**config.mk**
```make
export PLATFORM = sky130hd
export DESIGN_NAME = packed_base_stream_decoder
export DESIGN_NICKNAME = d
export VERILOG_FILES = /design/src/rtl/genome_pkg.sv /design/src/rtl/base_lane_decode.sv /design/src/rtl/packed_base_stream_decoder.sv
export SDC_FILE = /design/constraint.sdc
export NUM_CORES = 1
export LEC_CHECK = 0
export CORE_UTILIZATION = 46
export CTS_CLUSTER_DIAMETER = 30
export DETAILED_ROUTE_END_ITERATION = 10
export PLACE_DENSITY = 0.88
export SYNTH_ARGS = -nofsm -noshare
export SYNTH_HDL_FRONTEND = slang
export SYNTH_SLANG_ARGS = --single-unit
```
**constraint.sdc**
```tcl
create_clock -name clk -period 4.3 [get_ports clk]
set_input_delay 0.86 -clock clk [delete_from_list [all_inputs] [get_ports clk]]
set_output_delay 0.86 -clock clk [all_outputs]
set_load 0.02 [all_outputs]
```
**src/rtl/genome_pkg.sv**
```systemverilog
// Shared genome-path definitions: ASCII codes for bases, the 2-bit base code
// type, the decoder FSM state type and the base-to-ASCII mapping.
package genome_pkg;

  localparam logic [7:0] ASCII_A = 8'h41;
  localparam logic [7:0] ASCII_C = 8'h43;
  localparam logic [7:0] ASCII_G = 8'h47;
  localparam logic [7:0] ASCII_T = 8'h54;
  localparam logic [7:0] ASCII_N = 8'h4E;

  typedef enum logic [1:0] {
    BaseA = 2'b00,
    BaseC = 2'b01,
    BaseG = 2'b10,
    BaseT = 2'b11
  } base_code_t;

  typedef enum logic [0:0] {
    StEmpty,
    StDrain
  } dec_state_e;

  function automatic logic [7:0] base2ascii(base_code_t code);
    logic [7:0] c;
    c = ASCII_A;
    unique case (code)
      BaseA: c = ASCII_A;
      BaseC: c = ASCII_C;
      BaseG: c = ASCII_G;
      BaseT: c = ASCII_T;
    endcase
    return c;
  endfunction

endpackage

```
**src/rtl/base_lane_decode.sv**
```systemverilog
// Combinational decode of one output beat: OUT_BASES 2-bit codes to ASCII,
// N-masked bases forced to 'N', unkept characters forced to 0x00.
module base_lane_decode
  import genome_pkg::*;
#(
  parameter int unsigned OUT_BASES = 4
) (
  input  logic [2*OUT_BASES-1:0] codes_i,
  input  logic [OUT_BASES-1:0]   nmask_i,
  input  logic [OUT_BASES-1:0]   keep_i,
  output logic [8*OUT_BASES-1:0] data_o
);

  // Per-character mapping; padding characters past the word end read as zero.
  always_comb begin
    data_o = '0;
    for (int unsigned j = 0; j < OUT_BASES; j++) begin
      if (keep_i[j]) begin
        data_o[8*j +: 8] = nmask_i[j] ? ASCII_N : base2ascii(base_code_t'(codes_i[2*j +: 2]));
      end
    end
  end

endmodule

```
**src/rtl/packed_base_stream_decoder.sv**
```systemverilog
// Packed 2-bit nucleotide word to ASCII beat stream. A word is held and
// drained OUT_BASES characters per beat; the final beat may be partial.
// Optional macro BASE_NMASK_EN adds the in_nmask_i port and per-base 'N' decode.
module packed_base_stream_decoder
  import genome_pkg::*;
#(
  parameter int unsigned IN_BASES  = 16,
  parameter int unsigned OUT_BASES = 4,
  parameter int unsigned CNT_W     = $clog2(IN_BASES + 1)
) (
  input  logic                   clk,
  input  logic                   rst_n,
  input  logic                   in_valid_i,
  output logic                   in_ready_o,
  input  logic [2*IN_BASES-1:0]  in_data_i,
  input  logic [CNT_W-1:0]       in_count_i,
  input  logic                   in_last_i,
`ifdef BASE_NMASK_EN
  input  logic [IN_BASES-1:0]    in_nmask_i,
`endif
  output logic                   out_valid_o,
  input  logic                   out_ready_i,
  output logic [8*OUT_BASES-1:0] out_data_o,
  output logic [OUT_BASES-1:0]   out_keep_o,
  output logic                   out_last_o
);

  localparam int unsigned MaxBeats = IN_BASES / OUT_BASES;
  localparam int unsigned BeatW    = (MaxBeats > 1) ? $clog2(MaxBeats) : 1;

  dec_state_e             state_q;
  logic [2*IN_BASES-1:0]  data_q;
  logic [CNT_W-1:0]       count_q;
  logic                   last_q;
  logic [BeatW-1:0]       beat_q;
  logic                   out_valid_q;
  logic [8*OUT_BASES-1:0] out_data_q;
  logic [OUT_BASES-1:0]   out_keep_q;
  logic                   out_last_q;

  logic [IN_BASES-1:0]    nmask_in;
  logic [IN_BASES-1:0]    nmask_held;
  logic                   is_final;
  logic                   out_hs;
  logic                   in_hs;
  logic                   advance;
  logic [CNT_W-1:0]       norm_count;

  logic [2*IN_BASES-1:0]  src_data;
  logic [IN_BASES-1:0]    src_nmask;
  logic [CNT_W-1:0]       src_count;
  logic                   src_last;
  logic [BeatW-1:0]       src_beat;
  logic [31:0]            src_rem;
  logic [OUT_BASES-1:0]   src_keep;
  logic                   src_final;
  logic [8*OUT_BASES-1:0] lane_data;

  logic [MaxBeats-1:0][2*OUT_BASES-1:0] src_codes_all;
  logic [MaxBeats-1:0][OUT_BASES-1:0]   src_nmask_all;

`ifdef BASE_NMASK_EN
  logic [IN_BASES-1:0] nmask_q;
  assign nmask_in   = in_nmask_i;
  assign nmask_held = nmask_q;

  // The N mask is captured together with the word it qualifies.
  always_ff @(posedge clk or negedge rst_n) begin
    if (!rst_n) begin
      nmask_q <= '0;
    end else if (in_hs) begin
      nmask_q <= in_nmask_i;
    end
  end
`else
  assign nmask_in   = '0;
  assign nmask_held = '0;
`endif

  // Zero and oversize counts both mean a full word.
  assign norm_count = ((in_count_i == '0) || (32'(in_count_i) > IN_BASES)) ?
                      CNT_W'(IN_BASES) : in_count_i;

  assign is_final   = ((32'(beat_q) + 32'd1) * OUT_BASES) >= 32'(count_q);
  assign out_hs     = out_valid_q & out_ready_i;
  // Ready follows out_ready_i only while the final beat is leaving.
  assign in_ready_o = (state_q == StEmpty) | (out_hs & is_final);
  assign in_hs      = in_valid_i & in_ready_o;
  assign advance    = out_hs & ~is_final;

  // Select what the output register loads next: beat 0 of a new word or the
  // following beat of the held word.
  always_comb begin
    src_data  = data_q;
    src_nmask = nmask_held;
    src_count = count_q;
    src_last  = last_q;
    src_beat  = beat_q + 1'b1;
    if (in_hs) begin
      src_data  = in_data_i;
      src_nmask = nmask_in;
      src_count = norm_count;
      src_last  = in_last_i;
      src_beat  = '0;
    end
  end

  assign src_codes_all = src_data;
  assign src_nmask_all = src_nmask;

  // Characters remaining from the selected beat onwards set keep and last.
  always_comb begin
    src_rem  = 32'(src_count) - (32'(src_beat) * OUT_BASES);
    src_keep = '0;
    for (int unsigned j = 0; j < OUT_BASES; j++) begin
      src_keep[j] = (j < src_rem);
    end
  end

  assign src_final = (src_rem <= OUT_BASES);

  base_lane_decode #(
    .OUT_BASES(OUT_BASES)
  ) u_lane (
    .codes_i(src_codes_all[src_beat]),
    .nmask_i(src_nmask_all[src_beat]),
    .keep_i (src_keep),
    .data_o (lane_data)
  );

  // FSM, holding register and registered output beat.
  always_ff @(posedge clk or negedge rst_n) begin
    if (!rst_n) begin
      state_q     <= StEmpty;
      data_q      <= '0;
      count_q     <= '0;
      last_q      <= 1'b0;
      beat_q      <= '0;
      out_valid_q <= 1'b0;
      out_data_q  <= '0;
      out_keep_q  <= '0;
      out_last_q  <= 1'b0;
    end else if (in_hs) begin
      state_q     <= StDrain;
      data_q      <= in_data_i;
      count_q     <= norm_count;
      last_q      <= in_last_i;
      beat_q      <= '0;
      out_valid_q <= 1'b1;
      out_data_q  <= lane_data;
      out_keep_q  <= src_keep;
      out_last_q  <= src_last & src_final;
    end else if (advance) begin
      beat_q      <= src_beat;
      out_data_q  <= lane_data;
      out_keep_q  <= src_keep;
      out_last_q  <= src_last & src_final;
    end else if (out_hs) begin
      state_q     <= StEmpty;
      out_valid_q <= 1'b0;
      out_data_q  <= '0;
      out_keep_q  <= '0;
      out_last_q  <= 1'b0;
    end
  end

  assign out_valid_o = out_valid_q;
  assign out_data_o  = out_data_q;
  assign out_keep_o  = out_keep_q;
  assign out_last_o  = out_last_q;

endmodule
```
# --- Word-level counts from Yosys, hierarchy flattened ---
# Cells that the tools add are included.
classes:
  eq_ne: 13
  n_reduce_logical: 10
  add_sub_neg: 3
  bitwise: 8
  mux: 34
  order_cmp: 8
op_table:
  columns: ["cell", "n"]
  rows:
  - ["two-way mux 32 bit", 4]
  - ["case mux 8 bit (4 select lines)", 4]
  - ["two-way mux 8 bit", 9]
  - ["< comparator 1 x 32 -> 1 bit, first input constant", 2]
  - ["< comparator 2 x 32 -> 1 bit, first input constant", 2]
  - ["less-or-equal comparator 32 x 3 -> 1 bit, second input constant", 1]
  - ["binary-select mux 8 bit (select 2 bit)", 1]
  - ["== test 2 bit, second input constant", 8]
  - ["two-way mux 4 bit", 4]
  - ["two-way mux 5 bit", 2]
  - ["binary-select mux 4 bit (select 2 bit)", 1]
  - ["== test 2 x 1 -> 1 bit, second input constant", 4]
  - ["logical NOT 2 bit", 4]
  - ["two-way mux 1 bit", 6]
  - ["two-way mux 2 bit", 3]
  - ["subtractor 5 x 4 -> 6 bit", 1]
  - ["AND 1 bit", 5]
  - [">= comparator 5 bit", 1]
  - ["greater-than comparator 5 bit, second input constant", 1]
  - ["logical NOT 5 bit", 1]
  - ["nonzero test 2 bit", 2]
  - ["adder 2 x 1 -> 3 bit, second input constant", 1]
  - ["< comparator 2 x 3 -> 1 bit, second input constant", 1]
  - ["nonzero test 3 bit", 1]
  - ["6 further kinds", 7]
word_totals:
  input_bits: 42
  out_inout_bits: 39
  word_cells: 84
  regBits: 78

# --- Depth between registers and ports, before layout ---
depth:
  word_depth: 14
  depth_mapped: 17
  depth_no_buf: 15

# --- Hierarchy ---
# Synthesis repeated with hierarchy kept, for this count alone.
unflattened:
  cells_unflattened: 337
  hier_area_um2: 3972.6
modules_own_cells:
  columns: ["mod", "cells_per_inst", "seq_area_each_um2", "instances", "area_per_inst_um2"]
  rows:
  - ["packed_base_stream_decoder", 291, 1951.9, 1, 3585.9]
  - ["base_lane_decode", 46, 0.0, 1, 386.6]

# --- Worst setup path after synthesis ---
# OpenSTA, ideal clock, no wires.
synth_path:
  path_kind: "reg2reg"
  start: "reg beat_q[0]"
  end: "reg out_data_q[24], in the netlist out_data_o[24]"
  synth_period_minus_slack_ns: 4.118
  setup_ns: 0.110
  slack_ns: 0.182
  t_arrival_ns: 4.008
  path_buffers: 2
  required_time_ns: 4.190
  stages_incl_launch_ff: 18
  path_cell_list: "dfrtp_1 buf_1 inv_1 ha_1 nor3b_2 o221ai_2 a21oi_4 buf_4 nor2_1 a21oi_1 ha_1 inv_1 fa_1 inv_1 o2111ai_1 o31a_1 nor3_2 o41ai_1"
synth_via:
  elab_chain_len: 14
  word_cells_on_any_way: 27
  classes_between: "add/sub: 3; order compare: 2; eq/ne: 3; mux: 12; bitwise: 5; reduce/logical: 2"
synth_rtl:
  columns: ["item", "line_no", "rtl"]
  rows:
  - ["start, declared", "packed_base_stream_decoder.sv:35", "logic [BeatW-1:0] beat_q;"]
  - ["start signal, assigned", "packed_base_stream_decoder.sv:154", "beat_q <= src_beat;"]
  - ["branches (longest 14 deep; another with < comparator 2 x 32 -> 1 bit)", null, null]
  - ["end signal, assigned", "packed_base_stream_decoder.sv:150", "out_data_q <= lane_data;"]
  - ["end signal, assigned", "packed_base_stream_decoder.sv:155", "out_data_q <= lane_data;"]
  - ["end, declared", "packed_base_stream_decoder.sv:37", "logic [8*OUT_BASES-1:0] out_data_q;"]
# Parallel ways; which one is timed is not known. The select of a mux whose other input is x is not followed.
# A chain may end at the register's enable or synchronous reset.

# --- Worst setup path in the final report ---
layout_path:
  start: "in in_count_i[0]"
  end: "reg out_data_q[30], in the netlist out_data_o[30]"
layout_via:
  elab_chain_len: 9
  word_cells_on_any_way: 10
  classes_between: "add/sub: 1; order compare: 2; mux: 5; reduce/logical: 2"
layout_rtl:
  columns: ["item", "line_no", "rtl"]
  rows:
  - ["start, declared", "packed_base_stream_decoder.sv:16", "input logic [CNT_W-1:0] in_count_i,"]
  - ["greater-than comparator 5 bit / logical NOT 5 bit (equally long branches)", "packed_base_stream_decoder.sv:81", "assign norm_count = ((in_count_i == '0) || (32'(in_count_i) > IN_BASES)) ?"]
  - ["logical OR 1 bit", "packed_base_stream_decoder.sv:81", null]
  - ["two-way mux 5 bit (*)", "packed_base_stream_decoder.sv:81", null]
  - ["two-way mux 5 bit (*)", "packed_base_stream_decoder.sv:99", "if (in_hs) begin"]
  - ["subtractor 5 x 4 -> 6 bit (*)", "packed_base_stream_decoder.sv:113", "src_rem = 32'(src_count) - (32'(src_beat) * OUT_BASES);"]
  - ["< comparator 2 x 32 -> 1 bit (*)", "packed_base_stream_decoder.sv:116", "src_keep[j] = (j < src_rem);"]
  - ["two-way mux 8 bit (*)", "base_lane_decode.sv:18", "if (keep_i[j]) begin"]
  - ["two-way mux 32 bit", "packed_base_stream_decoder.sv:153", "end else if (advance) begin"]
  - ["two-way mux 32 bit (*)", "packed_base_stream_decoder.sv:143", "end else if (in_hs) begin"]
# Mark *: on every way between the ends. The rest lies on a longest branch, timed or not.

==> results by group <==
Worst setup path
  • Cells on worst reg2reg path: 14
  • Crit end category: flop
  • Crit path to: out_data_o[30]
  • Critical path type: in -> reg
  • CP Max Fanout: 6
  • Critical path launch point type: input pin
  • Launch point of the worst path: in_count_i[0]
  • CP arrival: ~4200 ps
  • Reg2reg end: out_data_o[30]
  • Reg2reg setup slack: approximately 400 ps
  • FF-to-FF Start: beat_q[1]
  • Req. time, crit path: ~4500 ps

Floorplan
  • IO Pins: 81
  • Die W: between 80 and 90 µm
  • Initial core utilization: a little under half
  • Die H: roughly 90 µm
  • Core Footprint: around 0.0073 mm²
  • Rows: 31
  • Die area: ~0.008 mm²

Synth
  • Syn Area/Cell: between 9 and 10 µm²
  • Asr flop ratio synth: 100%
  • Count leader, synth: nand2_1
  • Post-Syn Instances: 373
  • Seq cells post-synth: 62
  • Warnings from Yosys: 0
  • Post-synth top cells: nand2_1, dfrtp_1, buf_4
  • Sequential element share of the synthesized area: between 40% and 50%
  • Area leader, netlist: dfrtp_1
  • Number of distinct library cells after synthesis: 52
  • Post-synth EDFFs: 0
  • Mapped Area: approximately 0.0035 mm²
  • Top post-synthesis cells by area: dfrtp_1, nand2_1, ha_1
  • Primary FF master, synth: dfrtp_1
  • Synth top area share: 44.2%

Timing
  • Sum of negative setup slack: 0 ps
  • Final clock skew: 6.38 ps
  • Final min period: 4000 ps
  • Min Hold Slack: 478 ps
  • Setup violations, final: 0
  • Slew Limit Fails: 0
  • Slew headroom: about 45%
  • Worst-Margin Slew: roughly 830 ps
  • Fin. Hold Viols: 0
  • F_max: around 0.25 GHz
  • Unrepaired setup endpoints after global routing: no
  • Fin crit share: approximately 93%

Cells and area
  • Antenna Cells: 0
  • Fillers: between 500 and 600
  • Seq. cell area: 0.00155 mm²
  • Area delta synth->final: 27.0%
  • Final nets: just over 500
  • Proportion of layout cells with a drive suffix above 1: between 10 and 15%
  • Area taken by multi-input logic gates: approximately 0.0018 mm²
  • Final Non-Filler Cells: roughly 550

Global routing
  • Vias in the first global route: 2781
  • GRT overflow: 0
  • Overall Global Routing Usage: around 22%
  • Largest net degree at the start of global routing: 56
  • Initial antenna violation count: 0
  • First-pass GRT wire length: approximately 13 mm

Pwr
  • P_leak: 2.13 nW
  • Max VDD drop: 0.000359 V
  • Power Dens Cells: approximately 900 mW/mm²
  • PnR Total Power: roughly 0.0041 W

Placement
  • Port Buffers: between 60 and 70
  • Placed insts: roughly 530
  • Dpl hpwl: roughly 5.6 mm
  • RD Place Congestion: 0.904

Routing
  • Number of remaining DRC errors: 0
  • Routed len/inst: about 14 µm
  • Detailed Routing Iterations Pass 1: 4
  • Routed Antenna Nets: 0
  • Iteration-0 DRC Markers: between 100 and 150
  • Vias post-DR: approximately 2800
  • Vias per cell: 5.21
  • DRT Wirelength: 7.81 mm

CTS
  • Root buffer cell: clkbuf_8
  • Clk buf depth: 2
  • Clk_lat worst skew: roughly 340 ps
  • # Post-CTS Setup Buffers: 0
  • Post-CTS Resized: 0
  • Hold-fix buffers, CTS: 0
  • CTS clk-pin slew, worst paths: 60 ps
  • Cts bufs inserted: 9
  • Htree depth: 3
  • TritonCTS clock tree: done
  • Sink Count: a little over 60

Run
  • Max-Cap Viols: 0

Outcome
  • Status: completed

Hold path
  • Hold Path Depth: 2
  • Hold crit path type: reg -> reg
==> per-layer routing <==
layer	vias to the layer above	global-route usage [%]	share of wire (%)
met1	1344	29.7	46
li1	1380	-	-
met2	105	35.1	47
met4	0	9.09	1.8
met3	13	3.79	4.6
met5	-	0	0
==> sequential cells by signal, indices dropped and copies added (netlist names) <==
register / count
beat_q: 2
count_q: 5
out_last_o: 1
out_keep_o: 3
data_q: 32
out_data_o: 17
last_q: 1
out_valid_o: 1
==> critical path: stages <==
cell and delay, ps:
clkdlybuf4s50_1 420, or4_1 530, ha_1 360, nor2b_1 90
a21oi_1 180, ha_1 190, inv_1 50, fa_1 460
nor2_1 260, o21ai_0 180, nor3_1 440, o31ai_1 160
==> through the flow <==
step | area (µm²) | utilization, % | setup WS [ps]
finish | 4460 | 60.8 | 303
global placement | 4250 | 58.0 | 134
CTS | 4440 | 60.6 | 182
global route | 4460 | 60.8 | 85.3
detailed placement | 4250 | 58.0 | -70.9
floorplan | 3550 | - | 182
==> worst min path at each step <==
| stage | from | end | slack [ps] |
|---|---|---|---|
| 3_5_place_dp | data_q[15] | data_q[15] | 460 |
| 4_1_cts | data_q[15] | data_q[15] | 480 |
| 5_1_grt | data_q[3] | data_q[3] | 500 |
| 2_1_floorplan | data_q[24] | data_q[24] | 440 |
| 3_3_place_gp | data_q[15] | data_q[15] | 450 |
| 6_report | data_q[26] | data_q[26] | 480 |
==> final cells by class <==
class	count	area share, %
clock inverter	1	0.674
multi-input combinational	276	39.6
sequential	62	34.8
inverter	14	1.18
timing repair buffer	81	17.4
tap	99	2.78
clock buffer	13	3.57
==> cell families after synthesis <==
group                      Yosys count  share of synthesized area, %
and+or+nand+nor                    169                          19.8
AOI/OAI and AO/OA                   65                          15.7
DFF                                 62                          44.2
buffers and inverters               46                          7.35
adders and majority gates           17                          6.28
muxes                               13                          6.60
other                                1                         0.107
==> cells in the final DEF (no fill, tap or decap), types with 2 or more instances in the layout <==
cell | Yosys | layout
nand3_1 | 3 | 3
o31ai_4 | 2 | 2
a21oi_4 | 2 | 2
clkbuf_8 | 0 | 11
buf_4 | 19 | 12
clkdlybuf4s50_1 | 0 | 67
o21ai_1 | 6 | 6
nor2_1 | 11 | 11
a21o_1 | 3 | 3
mux2i_1 | 4 | 3
inv_1 | 12 | 12
a21oi_1 | 5 | 5
o31ai_1 | 9 | 9
o31ai_2 | 3 | 3
mux4_2 | 8 | 8
nand2_1 | 140 | 140
o211a_1 | 2 | 2
nand3b_1 | 3 | 3
nand4_1 | 2 | 2
a21boi_0 | 2 | 2
o21ai_0 | 10 | 9
nand2b_1 | 2 | 2
nor2b_1 | 3 | 3
o21ba_2 | 2 | 2
o2111ai_1 | 4 | 4
ha_1 | 16 | 16
clkbuf_1 | 6 | 2
inv_2 | 2 | 2
dfrtp_1 | 62 | 62
conb_1 | 1 | 12
o41ai_1 | 2 | 2
==> power breakdown <==
part / switching [W] / total [W] / internal (W)
combinational: 0.00146 / 0.00255 / 0.00109
clock: 0.000217 / 0.000511 / 0.000294
sequential: 0.000173 / 0.00104 / 0.000872
total: 0.00185 / 0.00411 / 0.00226
Power figures use the tool's default switching activity.
